[src/rtl/id_ex_stage_pkg.sv]
// Shared definitions for the ID/EX pipeline stage.
// Holds the control-word field widths, the result_src encodings and the
// bubble constant (the all-zero control word loaded on a flush).
package id_ex_stage_pkg;

  localparam int unsigned ALU_CTRL_W = 3;
  localparam int unsigned IMM_SRC_W  = 2;

  localparam logic RES_ALU = 1'b0;
  localparam logic RES_MEM = 1'b1;

  // Control word carried from D to E. The valid bit travels with it so a
  // bubble is simply this struct cleared.
  typedef struct packed {
    logic                  valid;
    logic                  reg_write;
    logic                  mem_write;
    logic                  branch;
    logic                  alu_src;
    logic                  result_src;
    logic [ALU_CTRL_W-1:0] alu_control;
  } ctrl_t;

  localparam ctrl_t CTRL_BUBBLE = '0;

endpackage

[src/rtl/id_ex_stage_hazard.sv]
// Load-use hazard detection for the ID/EX stage (module hazard_load_use).
// Purely combinational.
// Inputs : valid_e, result_src_e, rd_e  - registered state of the E slot
//          rs1_d, rs2_d, valid_d        - source indices / validity in D
//          pc_src_e                     - branch taken in EX this cycle
// Outputs: lw_stall                     - raw load-use detection
//          stall_f, stall_d             - hold PC and IF/ID
//          flush_e                      - load a bubble into E next edge
module hazard_load_use
  import id_ex_stage_pkg::*;
#(
  parameter int unsigned REG_AW = 5
) (
  input  logic              valid_e,
  input  logic              result_src_e,
  input  logic [REG_AW-1:0] rd_e,
  input  logic [REG_AW-1:0] rs1_d,
  input  logic [REG_AW-1:0] rs2_d,
  input  logic              valid_d,
  input  logic              pc_src_e,
  output logic              lw_stall,
  output logic              stall_f,
  output logic              stall_d,
  output logic              flush_e
);

  logic rd_hit;

  // rs2 is compared even for I-type instructions; the spurious stall is harmless.
  assign rd_hit   = (rd_e != '0) && ((rd_e == rs1_d) || (rd_e == rs2_d));
  assign lw_stall = valid_e && (result_src_e == RES_MEM) && rd_hit;

  // A taken branch redirects fetch, so holding IF/ID would be wrong.
  assign stall_f  = lw_stall && !pc_src_e;
  assign stall_d  = stall_f;

  assign flush_e  = lw_stall || pc_src_e || !valid_d;

endmodule

[src/rtl/id_ex_stage.sv]
// ID/EX pipeline register of the 5-stage RV32I core.
// Registers the control word and decode operands into EX with one cycle of
// latency, inserting a bubble on load-use hazards, taken branches or an
// empty decode slot. The E register always advances; stalls act upstream.
// Ports: clk/rst (synchronous, active-high); *_d decode-side control word,
// operands and indices; pc_src_e branch taken; stall_f/stall_d hazard
// stalls; *_e registered EX-side outputs.
module id_ex_stage
  import id_ex_stage_pkg::*;
#(
  parameter int unsigned XLEN   = 32,
  parameter int unsigned REG_AW = 5
) (
  input  logic                  clk,
  input  logic                  rst,
  input  logic                  valid_d,
  input  logic                  reg_write_d,
  input  logic                  mem_write_d,
  input  logic                  branch_d,
  input  logic                  alu_src_d,
  input  logic                  result_src_d,
  input  logic [ALU_CTRL_W-1:0] alu_control_d,
  input  logic [XLEN-1:0]       rd1_d,
  input  logic [XLEN-1:0]       rd2_d,
  input  logic [XLEN-1:0]       imm_ext_d,
  input  logic [XLEN-1:0]       pc_d,
  input  logic [XLEN-1:0]       pc_plus4_d,
  input  logic [REG_AW-1:0]     rs1_d,
  input  logic [REG_AW-1:0]     rs2_d,
  input  logic [REG_AW-1:0]     rd_d,
  input  logic                  pc_src_e,
  output logic                  stall_f,
  output logic                  stall_d,
  output logic                  valid_e,
  output logic                  reg_write_e,
  output logic                  mem_write_e,
  output logic                  branch_e,
  output logic                  alu_src_e,
  output logic                  result_src_e,
  output logic [ALU_CTRL_W-1:0] alu_control_e,
  output logic [XLEN-1:0]       rd1_e,
  output logic [XLEN-1:0]       rd2_e,
  output logic [XLEN-1:0]       imm_ext_e,
  output logic [XLEN-1:0]       pc_e,
  output logic [XLEN-1:0]       pc_plus4_e,
  output logic [REG_AW-1:0]     rs1_e,
  output logic [REG_AW-1:0]     rs2_e,
  output logic [REG_AW-1:0]     rd_e
);

  ctrl_t             ctrl_in;
  ctrl_t             ctrl_q;
  logic [REG_AW-1:0] rd_q, rs1_q, rs2_q;
  logic [XLEN-1:0]   rd1_q, rd2_q, imm_q, pc_q, pc_plus4_q;
  logic              flush_e;
  logic              unused_lw_stall;

  hazard_load_use #(
    .REG_AW(REG_AW)
  ) u_hazard (
    .valid_e     (ctrl_q.valid),
    .result_src_e(ctrl_q.result_src),
    .rd_e        (rd_q),
    .rs1_d       (rs1_d),
    .rs2_d       (rs2_d),
    .valid_d     (valid_d),
    .pc_src_e    (pc_src_e),
    .lw_stall    (unused_lw_stall),
    .stall_f     (stall_f),
    .stall_d     (stall_d),
    .flush_e     (flush_e)
  );

  always_comb begin
    ctrl_in             = CTRL_BUBBLE;
    ctrl_in.valid       = 1'b1;
    ctrl_in.reg_write   = reg_write_d;
    ctrl_in.mem_write   = mem_write_d;
    ctrl_in.branch      = branch_d;
    ctrl_in.alu_src     = alu_src_d;
    ctrl_in.result_src  = result_src_d;
    ctrl_in.alu_control = alu_control_d;
  end

  always_ff @(posedge clk) begin
    if (rst) begin
      ctrl_q      <= CTRL_BUBBLE;
      rd_q        <= '0;
      rs1_q       <= '0;
      rs2_q       <= '0;
      rd1_q       <= '0;
      rd2_q       <= '0;
      imm_q       <= '0;
      pc_q        <= '0;
      pc_plus4_q  <= '0;
    end else begin
      // rd is cleared on a bubble so the cleared slot can never match a source.
      if (flush_e) begin
        ctrl_q <= CTRL_BUBBLE;
        rd_q   <= '0;
      end else begin
        ctrl_q <= ctrl_in;
        rd_q   <= rd_d;
      end
      // Datapath fields are don't-care in a bubble, so they always capture.
      rs1_q      <= rs1_d;
      rs2_q      <= rs2_d;
      rd1_q      <= rd1_d;
      rd2_q      <= rd2_d;
      imm_q      <= imm_ext_d;
      pc_q       <= pc_d;
      pc_plus4_q <= pc_plus4_d;
    end
  end

  assign valid_e       = ctrl_q.valid;
  assign reg_write_e   = ctrl_q.reg_write;
  assign mem_write_e   = ctrl_q.mem_write;
  assign branch_e      = ctrl_q.branch;
  assign alu_src_e     = ctrl_q.alu_src;
  assign result_src_e  = ctrl_q.result_src;
  assign alu_control_e = ctrl_q.alu_control;
  assign rd_e          = rd_q;
  assign rs1_e         = rs1_q;
  assign rs2_e         = rs2_q;
  assign rd1_e         = rd1_q;
  assign rd2_e         = rd2_q;
  assign imm_ext_e     = imm_q;
  assign pc_e          = pc_q;
  assign pc_plus4_e    = pc_plus4_q;

endmodule

[config.mk]
export PLATFORM = sky130hd
export DESIGN_NAME = id_ex_stage
export DESIGN_NICKNAME = d
export VERILOG_FILES = /design/src/rtl/id_ex_stage_pkg.sv /design/src/rtl/id_ex_stage_hazard.sv /design/src/rtl/id_ex_stage.sv
export SDC_FILE = /design/constraint.sdc
export NUM_CORES = 1
export LEC_CHECK = 0
export CORE_AREA = 3 3 144 146
export CTS_CLUSTER_DIAMETER = 200
export DETAILED_ROUTE_END_ITERATION = 7
export DIE_AREA = 0 0 147 149
export GPL_TIMING_DRIVEN = 0
export PLACE_DENSITY = 0.65
export REMOVE_ABC_BUFFERS = 1
export SLEW_MARGIN = 0
export SYNTH_ARGS = -nofsm -noshare
export SYNTH_HDL_FRONTEND = slang
export SYNTH_SLANG_ARGS = --single-unit
[constraint.sdc]
create_clock -name clk -period 2 [get_ports clk]
set_input_delay 0.2 -clock clk [delete_from_list [all_inputs] [get_ports clk]]
set_output_delay 0.2 -clock clk [all_outputs]
set_load 0.01 [all_outputs]
==> run metrics <==
Maximum Capacitance Violations=0; num rows=51; Max Slew Vio Count=0; WP buf/inv=1; largest net degree at the start of global routing=roughly 110; Hold WC Path Type=input pin to flop; critical path depth=4; mapped cell area=0.00520 mm^2; n_diodes=0; Fillers=between 1500 and 2000; Max IR drop VDD=0.508 mV; Port Buf Inserts=372; Power Dens Cells=878 mW/mm^2; worst endpoint data arrival time=between 1.5 and 2 ns; Horiz. Die Dim=approximately 150 um; Tot GR Track Use=between 10 and 15%; Final Core Density=50.6%; Routed WL=around 16000 um; Layout Skew=about 0.0041 ns; vias in the first global route=4248; Area Overhead vs Synth=90.3%; first-pass GRT wire length=between 20000 and 25000 um; gpl congestion=about 0.72; num ports=~370; Fin. Hold Viols=0; r2r setup slk=between 0.2 and 0.3 ns; final cycle utilization of the critical path=a little over nine tenths; Top delay family on crit path=simple AND/OR/NAND/NOR gates; total number of vias=just over 4000; drt pass-1 iters=4; number of synthesized register bits=approximately 180; Die Ht=149 um; Area after DPL=between 0.009 and 0.01 mm^2; timing endpoint of the critical path=stall_f; Avg Cell Area, Syn=about 12 um^2; R2R cell count=5; overall power=between 0.008 and 0.009 W; initial DRC count=~90; Sink Count=approximately 180; Max Fclk=slightly above 0.5 GHz; total gr overflow=0; Via density=3.86; CTS tree=yes; Crit path largest cell delay=0.36 ns; sequential share of the synthesized area=between 70% and 80%; Slew @ Worst Pin=a little over 0.6 ns; crit path time final=1.95 ns; die area=0.0219 mm^2; Crit-path slowest cell=or3_4; unique cell type count in the Yosys netlist=18; # H-tree levels=4; Pleak=around 3.8 nW; Yosys warnings=0; TritonCTS Buffers=17; drt wl/cell=around 15 um; Synth Instances=424; Setup-failing EPs final=0; Setup crit start=rd_e[1]; Critical Path RT=1.80 ns; DPL Wire Length=12400 um; Crit Reg-Reg Startpoint=rd_e[1]; slew margin rel.=approximately 59%; initial antenna violation count=0; CTS clk-pin slew, worst paths=0.07 ns; final setup TNS=0 ns; clock root cell=clkbuf_16; crit-path cells=or3_4 -> o311a_4 -> and3b_1 -> buf_2; total core area=around 0.02 mm^2; outcome=finished clean; # DRC=0; RSZ-0062 raised after global routing=true; cell area after layout=approximately 0.01 mm^2; CTS Buffer Depth=2; CP Class=flop to output pin; Crit Reg-Reg Endpoint=branch_e; # nets final=985; crit path max fanout=2; antenna viol nets, final=0; clk_lat worst skew=around 0.41 ns; crit end category=output pin; Starting Density=a little over a quarter; critical path startpoint category=flop; share of layout cells above drive strength 1=between 6 and 7%
-- flip-flops by register name, indices dropped and copies added (netlist names) --
register / flops
pc_plus4_e: 32
alu_control_e: 3
imm_ext_e: 32
rs1_e: 5
mem_write_e: 1
valid_e: 1
branch_e: 1
alu_src_e: 1
result_src_e: 1
rd_e: 5
rd1_e: 32
rd2_e: 32
reg_write_e: 1
rs2_e: 5
pc_e: 32
-- metal layers --
layer	vias to the layer above	wire length, um	GRT usage (%)
li1	2040	-	-
met1	1858	5850	14.8
met2	226	8120	25.2
met3	25	1670	6.56
met4	0	372	6.20
met5	-	0	0
-- logic make-up (layout without fill, tap and decap cells) --
logic type	count (synthesis)	after routing	synth area share, %
AND/OR/NAND/NOR	178	178	21.2
flip-flops	184	184	70.9
XOR/XNOR	10	10	1.69
AO/OA/AOI/OAI	16	16	3.37
buffers and inverters	36	422	2.84
-- layout make-up --
cell class              count  area [um^2]  share of cell area (%)
flip-flops and latches    184         3690                    37.3
well taps                 265          332                    3.35
multi-input cells         204         1390                    14.0
inverters                  13         48.8                   0.493
repair buffers            378         3780                    38.2
clock inverters            12          210                    2.13
clock buffers              19          443                    4.48
-- power by group --
| group | switching [W] | leakage, nW | internal (W) |
|---|---|---|---|
| Combinational | 0.000350 | 1.95 | 0.000730 |
| Clock | 0.00143 | 0.315 | 0.00227 |
| Sequential | 0.0000496 | 1.53 | 0.00385 |
| Total | 0.00183 | 3.80 | 0.00685 |
-- cell usage in the layout (no fill, tap or decap) --
| cell | n |
|---|---|
| clkbuf_16 | 17 |
| nand2_1 | 3 |
| a211oi_1 | 4 |
| clkinvlp_4 | 1 |
| clkdlybuf4s50_1 | 369 |
| o311a_4 | 1 |
| buf_4 | 5 |
| buf_16 | 1 |
| buf_2 | 2 |
| clkinv_4 | 1 |
| o22ai_4 | 1 |
| and3b_1 | 1 |
| buf_6 | 1 |
| dfxtp_2 | 2 |
| clkbuf_1 | 1 |
| inv_1 | 13 |
| nor2b_1 | 170 |
| or3_4 | 1 |
| nand3_1 | 2 |
| a211oi_2 | 9 |
| xnor2_1 | 10 |
| dfxtp_4 | 1 |
| a21oi_1 | 1 |
| nor2_1 | 1 |
| dfxtp_1 | 181 |
| inv_6 | 5 |
| clkbuf_8 | 1 |
| bufinv_16 | 5 |
-- worst reg2reg max path: stages (launching register included) --
cell      delay, ns
dfxtp_4        0.34
or3_4          0.36
o311a_4        0.31
buf_4          0.13
buf_4          0.19
a211oi_2       0.30
-- worst min-delay path by stage --
stage | from | endpoint | slack [ns] | cells after the start
6_report | rst | rd2_e[21] | 0.20 | 2
5_1_grt | rst | rd2_e[21] | 0.22 | 2
4_1_cts | rst | rs2_e[1] | 0.20 | 2
3_5_place_dp | rst | rs2_e[1] | 0.65 | 2
3_3_place_gp | result_src_e | valid_e | 0.68 | 2
2_1_floorplan | rst | imm_ext_e[0] | 0.27 | 1
-- per-stage QoR --
stage,worst slack (ns),cells,hold WS (ns)
finish,0.0487,1075,0.202
global route,-0.00236,1075,0.223
CTS,-0.0373,1074,0.203
detailed placement,-1.16,1039,0.649
global placement,-4.28,1038,0.680
floorplan,-0.119,401,0.272
-- Yosys cell counts --
| master | number | area share (%) |
|---|---|---|
| dfxtp_1 | 184 | 71 |
| nand3_1 | 2 | 0.19 |
| o22ai_1 | 1 | 0.12 |
| or3_1 | 1 | 0.12 |
| and3b_1 | 1 | 0.17 |
| nor2b_1 | 170 | 20 |
| o311a_4 | 1 | 0.41 |
| buf_6 | 1 | 0.22 |
| buf_2 | 1 | 0.096 |
| nand2_1 | 3 | 0.22 |
| buf_4 | 1 | 0.14 |
| clkbuf_1 | 20 | 1.4 |
| a21oi_1 | 1 | 0.096 |
| a211oi_1 | 4 | 0.58 |
| nor2_1 | 1 | 0.072 |
| inv_1 | 13 | 0.94 |
| xnor2_1 | 10 | 1.7 |
| a211oi_2 | 9 | 2.2 |
-- what timing repair did --
action / in CTS / in global routing
pin swaps: 2 / 1
endpoints found under the hold margin: 0 / 0
hold buffers: 0 / 0
buffers inserted: 4 / 1
resized for setup: 14 / 1
endpoints found under the setup margin: 16 / 2
Note: power is estimated with default switching activity, not from simulation.
